==> src/rtl/memory_access_unit_if.sv <==
// memory_access_unit_if: EX/MEM request, data-memory handshake and MEM/WB result bundle
interface memory_access_unit_if #(
   parameter int DATA_W = 16,
   parameter int ADDR_W = 16
);
   logic              mem_read_memory;
   logic              mem_write_memory;
   logic [ADDR_W-1:0] address_memory;
   logic [DATA_W-1:0] store_data_memory;
   logic              dmem_req;
   logic              dmem_we;
   logic [ADDR_W-1:0] dmem_addr;
   logic [DATA_W-1:0] dmem_wdata;
   logic              dmem_ack;
   logic [DATA_W-1:0] dmem_rdata;
   logic [DATA_W-1:0] data_from_memory;
   logic              mem_stall;
   logic              mem_error;
   modport slave (
      input  mem_read_memory, mem_write_memory, address_memory, store_data_memory,
             dmem_ack, dmem_rdata,
      output dmem_req, dmem_we, dmem_addr, dmem_wdata, data_from_memory, mem_stall, mem_error
   );
   modport master (
      output mem_read_memory, mem_write_memory, address_memory, store_data_memory,
             dmem_ack, dmem_rdata,
      input  dmem_req, dmem_we, dmem_addr, dmem_wdata, data_from_memory, mem_stall, mem_error
   );
endinterface

==> src/rtl/memory_access_unit.sv <==
// memory_access_unit: MEM-stage data-memory controller, req/ack handshake with timeout and pipeline stall
module memory_access_unit #(
   parameter int DATA_W         = 16,
   parameter int ADDR_W         = 16,
   parameter int TIMEOUT_CYCLES = 15
) (
   input  logic                 i_clk,
   input  logic                 i_reset,
   memory_access_unit_if.slave  bus
);
   localparam logic [1:0] S_IDLE = 2'd0;
   localparam logic [1:0] S_BUSY = 2'd1;
   localparam logic [1:0] S_DONE = 2'd2;
   localparam int CW = $clog2(TIMEOUT_CYCLES + 1);
   localparam logic [CW-1:0] C_LAST = CW'(TIMEOUT_CYCLES - 1);
   logic [1:0]        r_state;
   logic [CW-1:0]     r_cnt;
   logic              r_req;
   logic              r_we;
   logic              r_err;
   logic [ADDR_W-1:0] r_addr;
   logic [DATA_W-1:0] r_wdata;
   logic [DATA_W-1:0] r_rdata;
   logic              w_start;
   assign w_start = r_state == S_IDLE && (bus.mem_read_memory || bus.mem_write_memory);
   // stall is combinational in IDLE so the requesting instruction is held the same cycle
   assign bus.mem_stall        = w_start || r_state == S_BUSY;
   assign bus.dmem_req         = r_req;
   assign bus.dmem_we          = r_we;
   assign bus.dmem_addr        = r_addr;
   assign bus.dmem_wdata       = r_wdata;
   assign bus.data_from_memory = r_rdata;
   assign bus.mem_error        = r_err;
   always_ff @(posedge i_clk) begin
      if (i_reset) begin
         r_state <= S_IDLE;
         r_cnt   <= '0;
         r_req   <= 1'b0;
         r_we    <= 1'b0;
         r_err   <= 1'b0;
         r_addr  <= '0;
         r_wdata <= '0;
         r_rdata <= '0;
      end else begin
         r_err <= 1'b0;
         case (r_state)
            S_IDLE: if (w_start) begin
               r_state <= S_BUSY;
               r_cnt   <= '0;
               r_req   <= 1'b1;
               r_we    <= bus.mem_write_memory;
               r_addr  <= bus.address_memory;
               r_wdata <= bus.store_data_memory;
               r_err   <= bus.mem_read_memory && bus.mem_write_memory;
            end
            S_BUSY: if (bus.dmem_ack) begin
               r_state <= S_DONE;
               r_req   <= 1'b0;
               r_rdata <= r_we ? r_rdata : bus.dmem_rdata;
            end else if (r_cnt == C_LAST) begin
               // timeout: abort, flag it and zero a pending load result
               r_state <= S_DONE;
               r_req   <= 1'b0;
               r_err   <= 1'b1;
               r_rdata <= r_we ? r_rdata : '0;
            end else begin
               r_cnt <= r_cnt + 1'b1;
            end
            default: r_state <= S_IDLE;
         endcase
      end
   end
endmodule

==> src/flat_wrapper.sv <==
// flat-port wrapper written by rule: the top's interface ports become plain ports
module memory_access_unit_flat 
#(
   parameter int DATA_W         = 16,
   parameter int ADDR_W         = 16,
   parameter int TIMEOUT_CYCLES = 15
)
  (i_clk, i_reset, bus_mem_read_memory, bus_mem_write_memory, bus_address_memory, bus_store_data_memory, bus_dmem_ack, bus_dmem_rdata, bus_dmem_req, bus_dmem_we, bus_dmem_addr, bus_dmem_wdata, bus_data_from_memory, bus_mem_stall, bus_mem_error);
  memory_access_unit_if #(.DATA_W(DATA_W), .ADDR_W(ADDR_W)) bus_i ();
  input  logic i_clk;
  input  logic i_reset;
  input wire logic [$bits(bus_i.mem_read_memory)-1:0] bus_mem_read_memory;
  input wire logic [$bits(bus_i.mem_write_memory)-1:0] bus_mem_write_memory;
  input wire logic [$bits(bus_i.address_memory)-1:0] bus_address_memory;
  input wire logic [$bits(bus_i.store_data_memory)-1:0] bus_store_data_memory;
  input wire logic [$bits(bus_i.dmem_ack)-1:0] bus_dmem_ack;
  input wire logic [$bits(bus_i.dmem_rdata)-1:0] bus_dmem_rdata;
  output wire logic [$bits(bus_i.dmem_req)-1:0] bus_dmem_req;
  output wire logic [$bits(bus_i.dmem_we)-1:0] bus_dmem_we;
  output wire logic [$bits(bus_i.dmem_addr)-1:0] bus_dmem_addr;
  output wire logic [$bits(bus_i.dmem_wdata)-1:0] bus_dmem_wdata;
  output wire logic [$bits(bus_i.data_from_memory)-1:0] bus_data_from_memory;
  output wire logic [$bits(bus_i.mem_stall)-1:0] bus_mem_stall;
  output wire logic [$bits(bus_i.mem_error)-1:0] bus_mem_error;
  assign bus_i.mem_read_memory = bus_mem_read_memory;
  assign bus_i.mem_write_memory = bus_mem_write_memory;
  assign bus_i.address_memory = bus_address_memory;
  assign bus_i.store_data_memory = bus_store_data_memory;
  assign bus_i.dmem_ack = bus_dmem_ack;
  assign bus_i.dmem_rdata = bus_dmem_rdata;
  assign bus_dmem_req = bus_i.dmem_req;
  assign bus_dmem_we = bus_i.dmem_we;
  assign bus_dmem_addr = bus_i.dmem_addr;
  assign bus_dmem_wdata = bus_i.dmem_wdata;
  assign bus_data_from_memory = bus_i.data_from_memory;
  assign bus_mem_stall = bus_i.mem_stall;
  assign bus_mem_error = bus_i.mem_error;
  memory_access_unit #(.DATA_W(DATA_W), .ADDR_W(ADDR_W), .TIMEOUT_CYCLES(TIMEOUT_CYCLES)) u_core (.i_clk(i_clk), .i_reset(i_reset), .bus(bus_i));
endmodule
==> config.mk <==
export PLATFORM = sky130hd
export DESIGN_NAME = memory_access_unit_flat
export DESIGN_NICKNAME = d
export VERILOG_FILES = /design/src/rtl/memory_access_unit_if.sv /design/src/rtl/memory_access_unit.sv /design/src/flat_wrapper.sv
export SDC_FILE = /design/constraint.sdc
export NUM_CORES = 1
export LEC_CHECK = 0
export CAP_MARGIN = 25
export CORE_MARGIN = 5
export CORE_UTILIZATION = 44
export CTS_CLUSTER_SIZE = 12
export DETAILED_ROUTE_END_ITERATION = 7
export GPL_TIMING_DRIVEN = 0
export PLACE_DENSITY = 0.89
export SETUP_SLACK_MARGIN = 0.15
export SLEW_MARGIN = 10
export SYNTH_ARGS = -nofsm -noshare
export SYNTH_HDL_FRONTEND = slang
export SYNTH_SLANG_ARGS = --single-unit
==> constraint.sdc <==
create_clock -name i_clk -period 2.8 [get_ports i_clk]
set_input_delay 0.28 -clock i_clk [delete_from_list [all_inputs] [get_ports i_clk]]
set_output_delay 0.28 -clock i_clk [all_outputs]
set_load 0.005 [all_outputs]
After elaboration in Yosys (flattened, before gate mapping):

Cells that the tools add are included.

* register bits after elaboration: 57
* bits of input ports: 53
* logic and storage cells: 48

* add/sub/neg operators: 1
* equal/unequal tests: 6
* mux-type cells: 20
* bitwise gates (word level): 1
* reductions and logical operators: 12

Operators by type and width (number)
* 16-bit 2-to-1 mux: 4
* 4-bit 2-to-1 mux: 3
* 4-bit one-hot mux with 2 select lines: 1
* 1-bit 2-to-1 mux: 6
* 2-bit 2-to-1 mux: 3
* 3-bit AND reduction: 2
* 4-bit by 1-bit adder with 4-bit output, second input constant: 1
* 4-bit == test, second input constant: 1
* 2-bit inequality test, second input constant: 2
* 1-bit one-hot mux with 2 select lines: 2
* 2-bit one-hot mux with 2 select lines: 1
* 2-bit AND reduction: 2
* 4-bit AND reduction: 1
* 2-bit nonzero test: 2
* 3-bit inequality test, second input constant: 1
* 2-bit by 1-bit == test with 1-bit output, second input constant: 1
* 1-bit logical AND: 2
* 2-bit zero test: 1
* 1-bit logical OR: 2
* 2-bit by 1-bit inequality test with 1-bit output, second input constant: 1
* 1-bit inverter: 1

Depth between registers and ports, before layout:

Gate-level depths: netlist of run 1.

* depth in word-level cells: 4
* gate-level depth with buffers: 6

Least setup slack after synthesis of run 1:

OpenSTA, ideal clock, no wires.

* kind: reg2reg
* start: register u_core.r_cnt[0]
* end: register u_core.r_rdata[10] (netlist: u_core.bus.data_from_memory[10])
* setup time: 0.074 ns
* arrival: 1.298 ns
* slack: 1.427 ns
* stages on the path, launching flop included: 7
* buffers on the path: 1
* path through: dfxtp_1 -> inv_1 -> ha_1 -> a31o_2 -> nor3b_2 -> clkbuf_2 -> o21ai_0

* longest elaborated chain between the ends: 3

RTL lines
* from (decl): line memory_access_unit.sv:17 `logic [CW-1:0] r_cnt;`
* from (signal assigned): line memory_access_unit.sv:67 `r_cnt <= r_cnt + 1'b1;`
* 4-bit == test: line memory_access_unit.sv:60 `end else if (r_cnt == C_LAST) begin`
* 2-bit nonzero test (no line)
* 3-bit AND reduction (no line)
* to (signal assigned): line memory_access_unit.sv:59 `r_rdata <= r_we ? r_rdata : bus.dmem_rdata;`
* to (signal assigned): line memory_access_unit.sv:65 `r_rdata <= r_we ? r_rdata : '0;`
* to (decl): line memory_access_unit.sv:23 `logic [DATA_W-1:0] r_rdata;`

No other way between the ends.
A chain may end at the register's enable or synchronous reset.

Worst setup path in the final report of run 1:

* start: input port bus_mem_write_memory
* end: output port bus_mem_stall

* longest elaborated chain between the ends: 3

RTL lines
* from (decl): line flat_wrapper.sv:13 `input wire logic [$bits(bus_i.mem_write_memory)-1:0] bus_mem_write_memory;`
* 1-bit logical OR: line memory_access_unit.sv:25 `assign w_start = r_state == S_IDLE && (bus.mem_read_memory || bus.mem_write_memory);`
* 1-bit logical AND: line memory_access_unit.sv:25
* 1-bit logical OR: line memory_access_unit.sv:27 `assign bus.mem_stall = w_start || r_state == S_BUSY;`
* to (decl): line flat_wrapper.sv:23 `output wire logic [$bits(bus_i.mem_stall)-1:0] bus_mem_stall;`

No other way between the ends.

==> results of run 1 <==
through the flow:
step | hold slack, ns | instances | cell area (µm²)
5_1_grt | 0.484 | 464 | 3590
2_1_floorplan | 0.410 | 275 | 2260
3_5_place_dp | 0.456 | 449 | 3390
3_3_place_gp | 0.443 | 449 | 3390
6_report | 0.459 | 464 | 3590
4_1_cts | 0.466 | 464 | 3590
worst register-to-register path, cell delays in order (launching register included):
cell	delay, ns
dfxtp_1	0.30
buf_4	0.15
or2_2	0.27
clkbuf_1	0.19
clkbuf_1	0.25
o21ai_0	0.25
a21oi_1	0.10
layer usage:
layer  global-route usage [%]  vias to the layer above  wire length [µm]
met2                     33.9                       90              3180
li1                         -                     1205                 -
met5                        0                        -                 0
met4                     9.14                        0               135
met3                     7.24                       13               647
met1                     24.2                     1105              2800
state kept, by name (all words and copies together), names as in the netlist:
| register | cells |
|---|---|
| u_core.bus.data_from_memory | 16 |
| u_core.bus.mem_error | 1 |
| u_core.bus.dmem_addr | 16 |
| u_core.bus.dmem_wdata | 16 |
| u_core.bus.dmem_we | 1 |
| u_core.r_state | 2 |
| u_core.bus.dmem_req | 1 |
| u_core.r_cnt | 4 |
cell usage after synthesis, drive strengths merged (3+ instances only):
library cell,number,area share (%)
o21ai,51,11
inv,3,0.50
nand3,51,11
nand2,18,3.0
a21oi,35,7.7
buf,7,1.9
nor2,8,1.3
clkbuf,19,3.3
dfxtp,57,50
and3,3,0.83
kinds of logic after synthesis:
group / count (synthesis) / synth area share [%]
compound gates: 93 / 21.6
simple gates: 91 / 20.1
flops: 57 / 50.4
buf+inv: 30 / 5.81
mux: 2 / 0.940
fa+ha+maj: 2 / 1.11
worst paths after layout:
path / from / end / slack [ns] / cells after the start
min reg2reg: u_core.bus.data_from_memory[0]$_SDFFE_PP0P_ / u_core.bus.data_from_memory[0]$_SDFFE_PP0P_ / 0.46 / 2
max reg2reg: u_core.r_state[0]$_SDFFE_PP0P_ / u_core.bus.dmem_addr[3]$_SDFFE_PP0P_ / 1.16 / 6
min: u_core.bus.data_from_memory[0]$_SDFFE_PP0P_ / u_core.bus.data_from_memory[0]$_SDFFE_PP0P_ / 0.46 / 2
max: bus_mem_write_memory / bus_mem_stall / 0.40 / 7
where the power goes:
part	total [µW]	switching [µW]	internal, µW
combinational	370	162	208
clock	752	300	452
sequential	893	27.1	866
final cells by class:
type / count / area (µm²)
Timing Repair Buffer: 104 / 1040
Buffer: 26 / 118
Inverter: 4 / 15.0
Multi-Input combinational cell: 188 / 990
Tap cell: 70 / 87.6
Fill cell: 425 / 1460
Clock inverter: 3 / 40.0
Sequential cell: 57 / 1140
Clock buffer: 12 / 155
==> flow_metrics.tcl, run 1 <==
set metrics [dict create \
    drv_slew 0 \
    cts-root-buf "clkbuf_8" \
    drive_gt1_share_pct 7.11 \
    worstPathRequired_ns 2.52 \
    numCtsBuffers 9 \
    synth.ff_latch_count 57 \
    setup_viol 0 \
    vias 2413 \
    path_cells "clkdlybuf4s50_1, or2_2, clkbuf_1, clkbuf_2, nor2_1, nor2_1, clkdlybuf4s50_1" \
    drt_iter0_markers 124 \
    crit_fanout 10 \
    cts_sinks 57 \
    crit_path_start_kind "input port" \
    grt_pass1_wl_mm 10.6 \
    tightest_slew_ns 0.535 \
    drc 0 \
    period_share_pct 85.6 \
    rsz0062_at_grt "false" \
    slowest_stage "clkdlybuf4s50_1" \
    syn_inst 275 \
    holdBufCountCts 0 \
    slew_headroom_pct 64.2 \
    final_antenna_net_count 0 \
    synthesis.nets 330 \
    dp.final_hpwl_mm 4.99 \
    cts-resized-gates 0 \
    fmax_mhz 417 \
    die_w_um 81.7 \
    cts_tree "built" \
    vdd_drop_max_mv 0.409 \
    worst_slack_ns 0.402 \
    cap_violations 0 \
    grt_antenna_before_repair 0 \
    clock_skew_ns 0.00679 \
    initial_utilization_pct 44.9 \
    clk_latency_ns 0.32 \
    num_io_pins 105 \
    status "finished clean" \
    clockBufferDepth 2 \
    final_nets 445 \
    synth-main-ff-cell "dfxtp_1" \
    die_h_um 81.7 \
    via_per_inst 5.20 \
    wl_per_cell_um 14.6 \
    fin_setup_tns_ns 0 \
    leakage_uw 0.00130 \
    cp_num_buf_inv 4 \
    wl_mm 6.76 \
    slowest_delay_ns 0.52 \
    grt_max_degree 11 \
    gp_congestion 0.801 \
    netlist_area_um2 2260 \
    grt_pass1_vias 2307 \
    overflow 0 \
    fin_util_pct 71.1 \
    die-area_um2 6670 \
    period_needed_ns 2.40 \
    min_path_type "register to register" \
    critPathKind "input port to primary output" \
    final_common_cell "clkdlybuf4s50_1" \
    grtUsageTotal_pct 20.6 \
    coreArea_um2 5040 \
    synthToLayoutAreaGrowth_pct 58.6 \
    p_per_area_nw_per_um2 562 \
    yosys_warnings 0 \
    syn_avg_cell_area_um2 8.23 \
    arrival_ns 2.12 \
    most-common-layout-cells "clkdlybuf4s50_1 (104), dfxtp_1 (57), nand3_1 (51), o21ai_0 (51), a21oi_1 (35)" \
    end_kind "primary output" \
    h-tree-depth 3 \
    port_buffers 104 \
    clk_pin_slew_worst_paths_ns 0.06 \
    ys_seq_area_share_pct 50.4 \
    p_total_uw 2010 \
    critical-path-top-delay-family "buffers and inverters" \
    cts_setup_buffers 0 \
    hold_viol 0 \
    drtPass1Iterations 4 \
    n_antenna_cell 0 \
    synth_edf_count 0 \
    ys_types 33 \
    rows 26 \
    dp_slack_ns 0.250 \
    async_reset_ff_share_pct 0 \
]
Note: power is estimated with default switching activity, not from simulation.
==> run 2, diff against run 1 <==
--- a/config.mk
+++ b/config.mk
@@ -5,15 +5,16 @@
 export SDC_FILE = /design/constraint.sdc
 export NUM_CORES = 1
 export LEC_CHECK = 0
+export ABC_CLOCK_PERIOD_IN_PS = 2800
 export CAP_MARGIN = 25
 export CORE_MARGIN = 5
 export CORE_UTILIZATION = 44
-export CTS_CLUSTER_SIZE = 12
+export CTS_CLUSTER_SIZE = 10
 export DETAILED_ROUTE_END_ITERATION = 7
 export GPL_TIMING_DRIVEN = 0
 export PLACE_DENSITY = 0.89
 export SETUP_SLACK_MARGIN = 0.15
-export SLEW_MARGIN = 10
+export SLEW_MARGIN = 20
 export SYNTH_ARGS = -nofsm -noshare
 export SYNTH_HDL_FRONTEND = slang
 export SYNTH_SLANG_ARGS = --single-unit
==> results of run 2 <==
Same layout as run 1: the final DEF is identical, and so are final timing and power.
==> run 3, diff against run 2 <==
--- a/config.mk
+++ b/config.mk
@@ -13,7 +13,7 @@
 export DETAILED_ROUTE_END_ITERATION = 7
 export GPL_TIMING_DRIVEN = 0
 export PLACE_DENSITY = 0.89
-export SETUP_SLACK_MARGIN = 0.15
+export SETUP_SLACK_MARGIN = 0.2
 export SLEW_MARGIN = 20
 export SYNTH_ARGS = -nofsm -noshare
 export SYNTH_HDL_FRONTEND = slang
==> results of run 3 <==
Same layout as run 1: the final DEF is identical, and so are final timing and power.
